**config.mk**
```make
export PLATFORM = sky130hd
export DESIGN_NAME = alu_op_sequencer
export DESIGN_NICKNAME = d
export VERILOG_FILES = /design/src/rtl/alu_op_sequencer.sv
export SDC_FILE = /design/constraint.sdc
export NUM_CORES = 1
export LEC_CHECK = 0
export ABC_CLOCK_PERIOD_IN_PS = 3700
export BUFFER_PORTS_ARGS = -buffer_cell sky130_fd_sc_hd__buf_2
export CAP_MARGIN = 25
export CELL_PAD_IN_SITES_DETAIL_PLACEMENT = 0
export CELL_PAD_IN_SITES_GLOBAL_PLACEMENT = 1
export CORE_ASPECT_RATIO = 0.5
export CORE_UTILIZATION = 39
export CTS_BUF_LIST = sky130_fd_sc_hd__clkbuf_8
export DETAILED_ROUTE_END_ITERATION = 8
export MAX_ROUTING_LAYER = met4
export PLACE_DENSITY = 0.92
export SYNTH_ARGS = -nofsm -noshare
export SYNTH_HDL_FRONTEND = slang
export SYNTH_SLANG_ARGS = --single-unit
```
**constraint.sdc**
```tcl
create_clock -name clk -period 3.7 [get_ports clk]
set_input_delay 0.555 -clock clk [delete_from_list [all_inputs] [get_ports clk]]
set_output_delay 0.555 -clock clk [all_outputs]
set_load 0.005 [all_outputs]
```
**src/rtl/alu_op_sequencer.sv**
```systemverilog
// Issue/capture stage wrapped around a combinational 4-bit ALU.
// Operands are registered onto the ALU, and the result is captured one cycle later and offered downstream.
module alu_op_sequencer #(
    parameter int DW    = 4,
    parameter int SW    = 3,
    parameter int OW    = 5,
    parameter int CNT_W = 8
) (
    input  logic             clk,
    input  logic             rst_n,
    input  logic             in_valid,
    output logic             in_ready,
    input  logic [DW-1:0]    in_a,
    input  logic [DW-1:0]    in_b,
    input  logic [SW-1:0]    in_sel,
    output logic [DW-1:0]    alu_a,
    output logic [DW-1:0]    alu_b,
    output logic [SW-1:0]    alu_sel,
    input  logic [OW-1:0]    alu_out,
    output logic             res_valid,
    input  logic             res_ready,
    output logic [OW-1:0]    res_data,
    output logic             res_err,
    output logic [CNT_W-1:0] op_count
);

    // state | meaning
    // IDLE  | nothing in flight, ready for an operation
    // EXEC  | operands on the ALU, result settling this cycle
    // DONE  | result captured and offered downstream
    typedef enum logic [1:0] {
        S_IDLE = 2'd0,
        S_EXEC = 2'd1,
        S_DONE = 2'd2
    } state_t;

    state_t state;
    logic   accept;
    logic   div_zero;

    assign in_ready = (state == S_IDLE) | ((state == S_DONE) & res_ready);
    assign accept   = in_valid & in_ready;
    // Opcodes 011 (divide) and 100 (modulo) have no defined ALU result for b == 0
    assign div_zero = ((alu_sel == SW'(3)) | (alu_sel == SW'(4))) & (alu_b == '0);

    always_ff @(posedge clk) begin
        if (!rst_n) begin
            state     <= S_IDLE;
            alu_a     <= '0;
            alu_b     <= '0;
            alu_sel   <= '0;
            res_valid <= 1'b0;
            res_data  <= '0;
            res_err   <= 1'b0;
            op_count  <= '0;
        end else begin
            case (state)
                S_IDLE: begin
                    if (accept) begin
                        alu_a   <= in_a;
                        alu_b   <= in_b;
                        alu_sel <= in_sel;
                        state   <= S_EXEC;
                    end
                end
                S_EXEC: begin
                    res_err   <= div_zero;
                    res_data  <= div_zero ? {OW{1'b1}} : alu_out;
                    res_valid <= 1'b1;
                    state     <= S_DONE;
                end
                S_DONE: begin
                    if (res_ready) begin
                        res_valid <= 1'b0;
                        op_count  <= op_count + CNT_W'(1);
                        // Back-to-back: a new op can be taken in the same cycle as the handoff
                        if (accept) begin
                            alu_a   <= in_a;
                            alu_b   <= in_b;
                            alu_sel <= in_sel;
                            state   <= S_EXEC;
                        end else begin
                            state <= S_IDLE;
                        end
                    end
                end
                default: state <= S_IDLE;
            endcase
        end
    end

endmodule
```
# Yosys cells after proc, flatten, opt, wreduce, memory -nomap -nowiden
# Cells that the tools add are included.
dict set report word_totals {
  wordCells 44
  output_inout_bits 27
  register_bits 28
  in_bits 20
}
dict set report classes {
  n_addsub 1
  eq_ne 6
  reduce_logical 8
  n_mux 16
  n_bitwise 5
}
# op count
set op_table {}
lappend op_table {{4-bit two-way mux} 4}
lappend op_table {{4-bit one-hot mux with 2 select lines} 2}
lappend op_table {{8-bit by 1-bit adder with 8-bit output, second input constant} 1}
lappend op_table {{2-bit AND reduction} 4}
lappend op_table {{3-bit two-way mux} 2}
lappend op_table {{2-bit one-hot mux with 3 select lines} 1}
lappend op_table {{3-bit one-hot mux with 2 select lines} 1}
lappend op_table {{5-bit two-way mux} 1}
lappend op_table {{4-bit zero test} 1}
lappend op_table {{2-bit two-way mux} 2}
lappend op_table {{2-bit inequality test, second input constant} 2}
lappend op_table {{2-bit nonzero test} 2}
lappend op_table {{1-bit AND} 3}
lappend op_table {{3-bit by 2-bit == test with 1-bit output, second input constant} 1}
lappend op_table {{3-bit == test, second input constant} 1}
lappend op_table {{2-bit by 1-bit == test with 1-bit output, second input constant} 1}
lappend op_table {{2-bit == test, second input constant} 1}
lappend op_table {{2-bit zero test} 1}
lappend op_table {{1-bit two-way mux} 2}
lappend op_table {{1-bit OR} 2}
lappend op_table {{1-bit one-hot mux with 2 select lines} 1}

# Depth between registers and ports, before layout
dict set report depth {
  depth_word 7
  depth_mapped 5
  ltp_nobuf 4
}

# Worst setup path after synthesis
# OpenSTA, ideal clock, no wires.
dict set report synth_timing {
  path_type {input to output}
  start {input port res_ready}
  end {output port in_ready}
  arrival_ns 1.023
  path_stages 3
  required_ns 3.145
  n_path_buf 1
  setup_slack_ns 2.122
  path_cell_list {nor2b_1 -> buf_2 -> nor2_1}
}
dict set report synth_via {
  elab_chain_len 2
}
# item line_no
set synth_lines {}
lappend synth_lines {{start: declaration} 21} ;# input logic res_ready,
lappend synth_lines {{1-bit AND} 41} ;# assign in_ready = (state == S_IDLE) | ((state == S_DONE) & res_ready);
lappend synth_lines {{1-bit OR} 41}
lappend synth_lines {{end: declaration} 12} ;# output logic in_ready,
# Every way passes these cells.

# Final worst setup path
dict set report layout_timing {
  start {register state[1]}
  end {output port in_ready}
}
dict set report layout_via {
  elab_chain_len 3
  word_cells_on_any_way 4
  classes_between {eq/ne: 1; bitwise: 2; reduce/logical: 1}
}
# item line_no
set layout_lines {}
lappend layout_lines {{start: declaration} 37} ;# state_t state;
lappend layout_lines {{start signal: assignment} 48} ;# state <= S_IDLE;
lappend layout_lines {{start signal: assignment} 63} ;# state <= S_EXEC;
lappend layout_lines {{start signal: assignment} 70} ;# state <= S_DONE;
lappend layout_lines {{2-bit == test} 41}
lappend layout_lines {{1-bit AND} 41}
lappend layout_lines {{1-bit OR *} 41}
# Mark *: on every way between the ends. The rest lies on a longest branch, timed or not.

==> results.toml <==
[status]
status = "complete, no violations"

[hold_path]
min-delay-path-class = "reg -> reg"

[timing]
rsz0062_at_grt = "no"
maxSlewViolCount = 0
worstMarginPinSlew_ns = 0.897
slew_headroom_pct = 40.0
final-setup-viol-count = 0
hold_violations = 0
setup_tns_ns = 0
fin_crit_sh_pct = 60.3
skew_ns = 0.00145
period_minus_slack_ns = 2.23
fmaxAchievable_mhz = 448

[critical_path]
r2r_start = "state[0]"
start_kind = "register"
endpoint_kind = "output port"
arrival_ns = 1.67
critPathKind = "reg -> out"
ff2ff_setup_slack_ns = 1.83
rr_worst_depth = 2
critPathMaxFanout = 13
cp.required_ns = 3.14
crit_path_start = "state[1]"
worstSetupEndpoint = "in_ready"
reg2reg_to = "res_data[2]"

[power]
peakVddDrop_uv = 192
pwr-share-comb_pct = 12.0
leakagePower_uw = 0.000681
total_power_uw = 587
seqPwrFrac_pct = 55.9
clkPwrFrac_pct = 32.1
powerDensity_nw_per_um2 = 390
internal_power_uw = 447
power.switching_uw = 140
p_sw_share_pct = 23.9

[clock_tree]
cts_sinks = 28
root_buffer = "clkbuf_8"
cts_tree = "done"
cts_max_path_buffers = 2
clk_pin_slew_worst_paths_ns = 0.09
clock_latency_ns = 0.27
postCtsSetupRepairBufs = 0
numCtsBuffers = 3
h-tree-depth = 1
post_cts_resized = 0
hold_buffers = 0

[global_routing]
grt_overflow = 0
grtUsageTotal_pct = 18.0
grt_pass1_vias = 945
grt_max_degree = 29
grt_pass1_wl_um = 4420
antenna_found_initial = 0

[synthesis]
yosysWarnings = 0
ys_seq_area_share_pct = 46.0
synth-seq-cells = 28
yosys.cell_types.count = 27
yosysTopAreaCell = "dfxtp_1"
synth_top_area_share_pct = 46.0
avgSynthCellArea_um2 = 9.52
ys_top_cells_by_area = "dfxtp_1 46%, nand4b_1 8.6%, o31ai_1 8.0%"
synth_fp_nets = 149
syn_inst = 128
netlist_area_um2 = 1220

[floorplanning]
ios = 47
coreArea_um2 = 2780
placementRows = 13
die-area_um2 = 3370
floorplan.initialDensity_pct = 43.8
die_x_um = 81.1
chipHeight_um = 41.5

[flow_run]
cap_violations = 0

[placement]
numPortBuffers = 46
routabilityCongestion = 0.739

[layout]
drive_gt1_share_pct = 31.0
final_common_cell = "buf_2"
syn2layout_area_growth_pct = 23.4
final_cell_mix = "46 x buf_2, 28 x dfxtp_1, 19 x a21oi_1"
num_antenna_cells = 0
fillCellCount = 295
nNetsFinal = 190

[route]
drt-vias-per-instance = 5.57
wl_per_cell_um = 13.1
num_vias = 1142
drc = 0
first_pass_iters = 4
final_antenna_net_count = 0
routed_wl_um = 2680
drtIter0Drc = 41
-- registers in the layout (all words and copies together) (netlist names) --
name / cells
op_count: 8
alu_sel: 3
state: 2
alu_a: 4
res_err: 1
alu_b: 4
res_valid: 1
res_data: 5
-- layer usage --
layer	vias to the layer above	global-route usage [%]	wire length (um)
li1	568	-	-
met1	544	23.2	1290
met2	25	26.1	1210
met3	5	5.27	130
met4	0	7.50	45
met5	-	-	0
-- cell type report --
type / instances / area (um2) / area share [%]
clock buffers: 4 / 55.1 / 3.66
inverters: 2 / 7.51 / 0.499
multi-input cells: 88 / 604 / 40.2
flip-flops and latches: 28 / 561 / 37.3
well taps: 37 / 46.3 / 3.08
repair buffers: 46 / 230 / 15.3
-- logic make-up (layout without fill, tap and decap cells) --
| kind of cell | Yosys count | count (layout) | share of synthesized area (%) |
|---|---|---|---|
| compound gates | 42 | 42 | 22.5 |
| xor+xnor | 2 | 2 | 1.44 |
| fa+ha+maj | 1 | 1 | 1.03 |
| buf+inv | 12 | 52 | 4.41 |
| flops | 28 | 28 | 46.0 |
| mux | 1 | 1 | 0.821 |
| simple gates | 42 | 42 | 23.8 |
-- cell usage after synthesis --
cell and number:
nand4_1 2, nor2b_1 1, buf_2 1, nor2_1 5
or3b_2 1, o31ai_1 13, nand2_1 4, xor2_1 2
a211o_1 1, nand3_1 1, inv_1 2, o21ai_0 3
nand3b_1 1, dfxtp_1 28, nand4b_1 12, nor4_1 1
o311a_1 5, or3_1 3, a21oi_1 19, nand3b_4 1
o21a_1 1, or4_1 3, nand2b_1 7, mux2i_1 1
ha_1 1, clkbuf_1 8, buf_6 1
-- worst max-delay path, cell delays in order (launching register included) --
cell     delay [ns]
dfxtp_1        0.43
nor2b_1        0.75
nor2_1         0.06
buf_2          0.16
-- worst min path at each step --
stage	end	cells after the start	slack, ns	from
floorplan	res_err	2	0.45	res_err
global placement	res_err	2	0.44	res_err
detailed placement	res_err	2	0.44	res_err
CTS	res_err	2	0.46	res_err
global route	res_err	2	0.48	res_err
finish	res_err	2	0.46	res_err
-- power by group through the flow --
stage	sequential (uW)	clock [uW]	combinational, uW
finish	328	189	70.2
global route	331	207	78.3
detailed placement	335	0	70.3
CTS	328	193	70.5
floorplan	332	0	44.0
global placement	334	0	69.3
-- through the flow --
stage                     util, %  cells  worst slack [ns]  hold WS (ns)  instance area (um2)
after detailed placement     52.1    201              1.55         0.443                 1450
after global routing         54.1    205              1.36         0.478                 1500
after global placement       52.1    201              1.56         0.441                 1450
after CTS                    54.1    205              1.47         0.457                 1500
final                        54.1    205              1.47         0.455                 1500
after floorplan                 -    128              2.12         0.453                 1220
(Power assumes the default switching activity.)
